--- src/rtl/operand_serializer_if.sv ---
// Operand load bus between the host and the bit-serial serializer.
// The master drives a parallel load; the slave returns per-lane serial bits.
interface operand_serializer_if #(
    parameter int SIZE  = 16,
    parameter int WIDTH = 16
);
    localparam int LANES = SIZE * 8 / WIDTH;

    logic                in_valid;
    logic                in_ready;
    logic [SIZE*8-1:0]   in_data;
    logic [LANES-1:0]    lane_mask;
    logic [LANES-1:0]    ser_en;
    logic [LANES-1:0]    ser_data;
    logic                busy;
    logic                done;

    modport master (
        output in_valid,
        output in_data,
        output lane_mask,
        input  in_ready,
        input  ser_en,
        input  ser_data,
        input  busy,
        input  done
    );

    modport slave (
        input  in_valid,
        input  in_data,
        input  lane_mask,
        output in_ready,
        output ser_en,
        output ser_data,
        output busy,
        output done
    );
endinterface

--- src/rtl/operand_serializer.sv ---
// Parallel-to-serial operand loader for the systolic array SIPO inputs.
// Each accepted load shifts every lane out MSB-first, then pulses done.
module operand_serializer #(
    parameter int SIZE  = 16,
    parameter int WIDTH = 16
) (
    input  logic                 clk,
    input  logic                 rst,
    operand_serializer_if.slave  bus
);
    localparam int LANES = SIZE * 8 / WIDTH;
    localparam int CW    = (WIDTH > 1) ? $clog2(WIDTH) : 1;
    localparam logic [CW-1:0] CNT_LAST = CW'(WIDTH - 1);

    typedef enum logic [1:0] {
        IDLE  = 2'd0,
        SHIFT = 2'd1,
        DONE  = 2'd2
    } state_e;

    state_e                        state_q, state_d;
    logic [CW-1:0]                 cnt_q, cnt_d;
    logic [LANES-1:0][WIDTH-1:0]   shreg_q, shreg_d;
    logic [LANES-1:0]              mask_q, mask_d;
    logic [LANES-1:0]              ser_en_q, ser_en_d;
    logic [LANES-1:0]              ser_data_q, ser_data_d;
    logic                          busy_q, busy_d;
    logic                          done_q, done_d;
    logic                          in_ready_q, in_ready_d;

    // Outputs are computed one edge early so every port is a flop.
    always_comb begin
        state_d    = state_q;
        cnt_d      = cnt_q;
        shreg_d    = shreg_q;
        mask_d     = mask_q;
        ser_en_d   = ser_en_q;
        ser_data_d = ser_data_q;
        busy_d     = busy_q;
        done_d     = done_q;
        in_ready_d = in_ready_q;
        unique case (state_q)
            IDLE: begin
                if (bus.in_valid) begin
                    state_d    = SHIFT;
                    cnt_d      = '0;
                    mask_d     = bus.lane_mask;
                    ser_en_d   = bus.lane_mask;
                    busy_d     = 1'b1;
                    in_ready_d = 1'b0;
                    for (int i = 0; i < LANES; i++) begin
                        shreg_d[i]    = bus.in_data[i*WIDTH +: WIDTH];
                        ser_data_d[i] = bus.in_data[i*WIDTH + WIDTH - 1]
                                        & bus.lane_mask[i];
                    end
                end
            end
            SHIFT: begin
                cnt_d = cnt_q + 1'b1;
                for (int i = 0; i < LANES; i++) begin
                    shreg_d[i] = shreg_q[i] << 1;
                end
                if (cnt_q == CNT_LAST) begin
                    state_d    = DONE;
                    cnt_d      = '0;
                    ser_en_d   = '0;
                    ser_data_d = '0;
                    busy_d     = 1'b0;
                    done_d     = 1'b1;
                end else begin
                    for (int i = 0; i < LANES; i++) begin
                        ser_data_d[i] = shreg_d[i][WIDTH-1] & mask_q[i];
                    end
                end
            end
            DONE: begin
                state_d    = IDLE;
                done_d     = 1'b0;
                in_ready_d = 1'b1;
            end
            default: begin
                state_d    = IDLE;
                cnt_d      = '0;
                ser_en_d   = '0;
                ser_data_d = '0;
                busy_d     = 1'b0;
                done_d     = 1'b0;
                in_ready_d = 1'b1;
            end
        endcase
    end

    always_ff @(posedge clk) begin
        if (rst) begin
            state_q    <= IDLE;
            cnt_q      <= '0;
            shreg_q    <= '0;
            mask_q     <= '0;
            ser_en_q   <= '0;
            ser_data_q <= '0;
            busy_q     <= 1'b0;
            done_q     <= 1'b0;
            in_ready_q <= 1'b1;
        end else begin
            state_q    <= state_d;
            cnt_q      <= cnt_d;
            shreg_q    <= shreg_d;
            mask_q     <= mask_d;
            ser_en_q   <= ser_en_d;
            ser_data_q <= ser_data_d;
            busy_q     <= busy_d;
            done_q     <= done_d;
            in_ready_q <= in_ready_d;
        end
    end

    assign bus.in_ready = in_ready_q;
    assign bus.ser_en   = ser_en_q;
    assign bus.ser_data = ser_data_q;
    assign bus.busy     = busy_q;
    assign bus.done     = done_q;

endmodule

--- src/flat_wrapper.sv ---
// flat-port wrapper written by rule: the top's interface ports become plain ports
module operand_serializer_flat 
#(
    parameter int SIZE  = 16,
    parameter int WIDTH = 16
)
  (clk, rst, bus_in_valid, bus_in_data, bus_lane_mask, bus_in_ready, bus_ser_en, bus_ser_data, bus_busy, bus_done);
  operand_serializer_if #(.SIZE(SIZE), .WIDTH(WIDTH)) bus_i ();
  input  logic clk;
  input  logic rst;
  input wire logic [$bits(bus_i.in_valid)-1:0] bus_in_valid;
  input wire logic [$bits(bus_i.in_data)-1:0] bus_in_data;
  input wire logic [$bits(bus_i.lane_mask)-1:0] bus_lane_mask;
  output wire logic [$bits(bus_i.in_ready)-1:0] bus_in_ready;
  output wire logic [$bits(bus_i.ser_en)-1:0] bus_ser_en;
  output wire logic [$bits(bus_i.ser_data)-1:0] bus_ser_data;
  output wire logic [$bits(bus_i.busy)-1:0] bus_busy;
  output wire logic [$bits(bus_i.done)-1:0] bus_done;
  assign bus_i.in_valid = bus_in_valid;
  assign bus_i.in_data = bus_in_data;
  assign bus_i.lane_mask = bus_lane_mask;
  assign bus_in_ready = bus_i.in_ready;
  assign bus_ser_en = bus_i.ser_en;
  assign bus_ser_data = bus_i.ser_data;
  assign bus_busy = bus_i.busy;
  assign bus_done = bus_i.done;
  operand_serializer #(.SIZE(SIZE), .WIDTH(WIDTH)) u_core (.clk(clk), .rst(rst), .bus(bus_i));
endmodule
--- config.mk ---
export PLATFORM = sky130hd
export DESIGN_NAME = operand_serializer_flat
export DESIGN_NICKNAME = d
export VERILOG_FILES = /design/src/rtl/operand_serializer_if.sv /design/src/rtl/operand_serializer.sv /design/src/flat_wrapper.sv
export SDC_FILE = /design/constraint.sdc
export NUM_CORES = 1
export LEC_CHECK = 0
export ABC_AREA = 0
export CORE_MARGIN = 8
export CORE_UTILIZATION = 35
export CTS_BUF_LIST = sky130_fd_sc_hd__clkbuf_8
export DETAILED_ROUTE_END_ITERATION = 6
export DONT_BUFFER_PORTS = 1
export PLACE_DENSITY_LB_ADDON = 0.2
export SLEW_MARGIN = 20
export SYNTH_ARGS = -nofsm -noshare
export SYNTH_HDL_FRONTEND = slang
export SYNTH_SLANG_ARGS = --single-unit
--- constraint.sdc ---
create_clock -name clk -period 2.3 [get_ports clk]
set_input_delay 0.345 -clock clk [delete_from_list [all_inputs] [get_ports clk]]
set_output_delay 0.345 -clock clk [all_outputs]
set_load 0.02 [all_outputs]
After elaboration in Yosys (flattened, before gate mapping)
Index checks and enable logic that the tools add are counted.
- register bits: 153
- bits in latches: 0
- memory bits (writable): 0
- memory bits (read-only): 0
- input bits: 139
- output and inout port bits: 19
- logic and storage cells: 71
- memories kept: 0
- add/sub/neg operators: 1
- multiply operators: 0
- div/mod/pow operators: 0
- magnitude comparators: 0
- equality and inequality tests: 5
- shifts and indexed selects: 0
- muxes and demuxes: 21
- bitwise gates (word level): 19
- reduce and logical (&&, ||, !) cells: 9
- operators by type and width (kind ; number):
    $pmux W127 S2 ; 1
    $mux W127 ; 1
    $pmux W8 S3 ; 2
    $mux W8 ; 4
    $and A1 B1 Y1 ; 16
    $pmux W4 S3 ; 1
    $reduce_and A2 Y1 ; 6
    $mux W4 ; 2
    $add A4 B1 Y4 const B ; 1
    $eq A4 B4 Y1 const B ; 1
    $mux W1 ; 4
    $mux W2 ; 2
    $pmux W1 S2 ; 2
    $pmux W2 S2 ; 1
    $not A1 Y1 ; 3
    $pmux W1 S3 ; 1
    $reduce_and A3 Y1 ; 1
    $eq A2 B1 Y1 const B ; 1
    $eq A2 B2 Y1 const B ; 1
    $logic_not A2 Y1 ; 1
    $ne A2 B1 Y1 const B ; 1
    $ne A2 B2 Y1 const B ; 1
    $reduce_bool A2 Y1 ; 1

Logic depth before layout (Yosys ltp)
- word-level depth: 3
- mapped depth: 7
- depth with buffers taken out: 4

Worst setup path before layout
OpenSTA, ideal clock, no wires.
- path type: register to register
- from: reg u_core.cnt_q[0]
- to: reg u_core.ser_data_q[4], in the netlist u_core.bus.ser_data[4]
- library setup time: 0.086 ns
- arrival time: 1.260 ns
- data required time: 2.214 ns
- slack: 0.955 ns
- stages on the path, launching flop included: 6
- buffers on the path: 1
- clock period less this slack: 1.345 ns
- path through: dfxtp_1 > ha_1 > nand3_1 > clkbuf_1 > nand4_1 > a211oi_1
- longest elaborated chain between the ends: 3
- ends and longest elaborated chain (what ; line ; source):
    start: declaration ; operand_serializer.sv:22 ; logic [CW-1:0] cnt_q, cnt_d;
    start signal: assignment ; operand_serializer.sv:106 ; cnt_q <= cnt_d;
    $eq A4 B4 Y1 ; operand_serializer.sv:63 ; if (cnt_q == CNT_LAST) begin
    $mux W8 ; operand_serializer.sv:63 ;
    $pmux W8 S3 ; operand_serializer.sv:42 ; unique case (state_q)
    end signal: assignment ; operand_serializer.sv:110 ; ser_data_q <= ser_data_d;
    end: declaration ; operand_serializer.sv:26 ; logic [LANES-1:0] ser_data_q, ser_data_d;
Every way passes these cells.
A chain may end at the register's enable or synchronous reset.

Worst setup path in the final report
- from: reg u_core.state_q[1]
- to: reg u_core.mask_q[4]
- longest elaborated chain between the ends: 2
- ends and longest elaborated chain (what ; line ; source):
    start: declaration ; operand_serializer.sv:21 ; state_e state_q, state_d;
    start signal: assignment ; operand_serializer.sv:105 ; state_q <= state_d;
    $logic_not A2 Y1 ; operand_serializer.sv:42 ;
    $reduce_and A2 Y1 (no line) ; - ;
    end signal: assignment ; operand_serializer.sv:108 ; mask_q <= mask_d;
    end: declaration ; operand_serializer.sv:24 ; logic [LANES-1:0] mask_q, mask_d;
Every way passes these cells.

==> results.yml <==
run_status:
  status: "complete, no violations"
setup_path:
  worstRegToRegCells: 6
  worstPathMaxFanout: 16
  crit_type: "reg2reg"
  cp.arrival_ns: 2.53
  crit_buf_inv: 3
  worstPathCellList: "buf_4 > nor3b_4 > buf_12 > nand2_1 > a21oi_1 > dlygate4sd3_1"
  end_kind: "register"
  reg2reg_slack_ns: 0.16
  r2r-start: "u_core.state_q[1]"
  slowest_stage: "dlygate4sd3_1"
  cp.required_ns: 2.69
  critPathTopFamily: "buffers and inverters"
  r2r-end: "u_core.mask_q[4]"
  cp_slowest_stage_delay_ns: 0.57
  critPathLaunchType: "register"
clock_tree:
  numClockSinks: 153
  post_cts_buffers: 0
  clockRootBuffer: "clkbuf_8"
  clockBufferDepth: 2
  clk_latency_ns: 0.45
  clkTransAtPathRegs_ns: 0.08
  numCtsBuffers: 17
  htreeDepth: 4
  cts_tree: "done"
synth:
  syn_nets: 962
  ys_seq_area_frac: 0.467
  synth_area_mm2: 0.00655
  synth_area_per_cell_um2: 7.97
  yosysMostFrequentCell: "dfxtp_1"
  yosys.area.top_type_share: 0.467
  synthDistinctLibCells: 32
  synth_edf_count: 0
  synthCells: 822
  synth_ff_type: "dfxtp_1"
  ys_top_cells_by_area: "dfxtp_1, a211oi_1, a21oi_1, nand2_1, nor2_1"
  ys_ff_latch: 153
  async_reset_ff_frac: 0
  ys_warn_count: 0
  yosysTopAreaCell: "dfxtp_1"
  synth_common_cells: "dfxtp_1, nand2_1, a21oi_1, nor2_1, a211oi_1"
layout:
  multi_input_area_mm2: 0.00310
  fin_nets: 989
  final_layout_size_suffix_gt1_frac: 0.0673
  syn_to_final_growth_pct: 20.4
  final_util: 0.426
  fillers: 1903
  seqCellArea_mm2: 0.00307
global_routing:
  grt_overflow: 0
  grt_pass1_wl_um: 31600
  grt_usage: 0.167
  antenna_found_initial: 1
  grt_max_degree: 120
  grt_pass1_vias: 5993
power_and_ir_drop:
  seqPwrFrac: 0.487
  power.leakage_nw: 3.15
  p_sw_frac: 0.278
  clkPwrFrac: 0.362
  power_density_mw_per_mm2: 788
  p_sw_mw: 1.73
  ir_worst_vdd_mv: 0.360
  p_comb_frac: 0.151
  p_int_mw: 4.49
drt:
  drt-initial-drc-count: 441
  viasPerCell: 5.62
  ant_nets: 0
  wl_per_cell_um: 19.1
  dr.pass1.iters: 5
  drc_errors: 0
  routed_wl_um: 20900
  via_count: 6169
worst_hold_path:
  hold_start: "bus_in_data[18]"
  hold_depth: 2
  hold_end: "u_core.shreg_q[18]"
  min_path_type: "in2reg"
run:
  maxCapViolations: 0
floorplan:
  die_h_um: 153
  die_w_um: 153
  pin_count: 158
  dieArea_mm2: 0.0234
  core_mm2: 0.0185
  start_util: 0.354
  rows: 50
sta:
  clock_skew_ns: 0.00910
  fin_crit_ns: 2.14
  fmax_mhz: 467
  rsz0062_at_grt: "false"
  fin_crit_sh: 0.932
  maxSlewViolCount: 0
  hold_violations: 0
  worst_pin_slew_ns: 0.631
  relSlewSlack: 0.576
  setup_viol: 0
  tns_ns: 0
place:
  dp_hpwl_um: 11800
  place_congestion: 0.763
  portBuffers: 0
-- area by class of cell --
type	count	area share
multi-input cells	586	0.393
clock buffers	22	0.0384
repair buffers	89	0.124
inverters	2	0.000951
flip-flops and latches	153	0.388
clock inverters	10	0.0174
well taps	234	0.0371
diodes	1	0.000317
-- worst max path at each step --
stage	from	to	slack [ns]	depth (start not counted)
6_report	u_core.state_q[1]	u_core.mask_q[4]	0.16	6
5_1_grt	u_core.state_q[1]	u_core.shreg_q[118]	0.00005	6
4_1_cts	u_core.state_q[1]	u_core.shreg_q[123]	0.02	6
3_5_place_dp	u_core.state_q[1]	u_core.shreg_q[22]	0.50	5
3_3_place_gp	u_core.state_q[1]	u_core.shreg_q[5]	0.56	5
2_1_floorplan	u_core.cnt_q[0]	u_core.bus.ser_data[4]	0.95	5
-- what timing repair did --
action                                  in CTS  in global routing
endpoints found under the setup margin       0                 35
hold buffers                                67                  6
endpoints found under the hold margin      143                  6
gates resized for setup                      0                  6
-- cell families (layout without fill, tap and decap cells) --
kind of cell	after synthesis	count (layout)	synth area share
compound gates	285	285	0.272
fa+ha+maj	1	1	0.00191
buf+inv	84	123	0.0662
flops	153	153	0.467
other cells	0	1	0
simple gates	299	300	0.192
-- layer usage --
layer | global-route usage | share of wire | vias up
met5 | 0 | 0 | -
met2 | 0.269 | 0.47 | 196
met3 | 0.0516 | 0.067 | 25
li1 | - | - | 2953
met4 | 0.0646 | 0.017 | 0
met1 | 0.205 | 0.44 | 2995
-- placed cells by master, fill, tap and decap left out, types with 4 or more instances in the layout --
cell | Yosys | final
a22oi_1 | 8 | 8
dlygate4sd3_1 | 0 | 72
nand4_1 | 9 | 9
dfxtp_1 | 153 | 151
buf_12 | 0 | 4
nand2_1 | 138 | 138
a21oi_1 | 131 | 131
a211oi_1 | 120 | 120
a31oi_1 | 9 | 9
nand3_1 | 4 | 4
nor2_1 | 123 | 123
clkbuf_8 | 0 | 22
nor4bb_1 | 8 | 8
buf_4 | 16 | 7
o21ai_0 | 8 | 8
nand3b_1 | 9 | 9
-- sequential cells by signal, summed over array words and instances, names as in the netlist --
name and cells:
u_core.shreg_q 120, u_core.bus.ser_data 8, u_core.bus.ser_en 8, u_core.mask_q 8
u_core.cnt_q 4, u_core.state_q 2, u_core.bus.busy 1, u_core.bus.done 1
u_core.bus.in_ready 1
-- power by group through the flow --
stage / combinational [mW] / clock (mW) / sequential [mW]
after detailed placement: 0.765 / 0 / 3.08
after floorplan: 0.660 / 0 / 3.04
after CTS: 0.900 / 2.31 / 3.02
after global routing: 1.06 / 2.43 / 3.06
final: 0.942 / 2.25 / 3.03
after global placement: 0.743 / 0 / 3.08
-- metrics by stage --
step / instance area, um^2 / std cells / hold slack, ns / total power, mW / setup slack [ns]
3_5_place_dp: 6630 / 987 / 0.436 / 3.85 / 0.499
5_1_grt: 7890 / 1097 / 0.00372 / 6.54 / 0.0000493
3_3_place_gp: 6630 / 987 / 0.434 / 3.82 / 0.559
4_1_cts: 7760 / 1086 / 0.000290 / 6.23 / 0.0153
6_report: 7890 / 1097 / 0.0359 / 6.22 / 0.157
2_1_floorplan: 6550 / 822 / 0.437 / 3.70 / 0.955
Note: power is estimated with default switching activity, not from simulation.
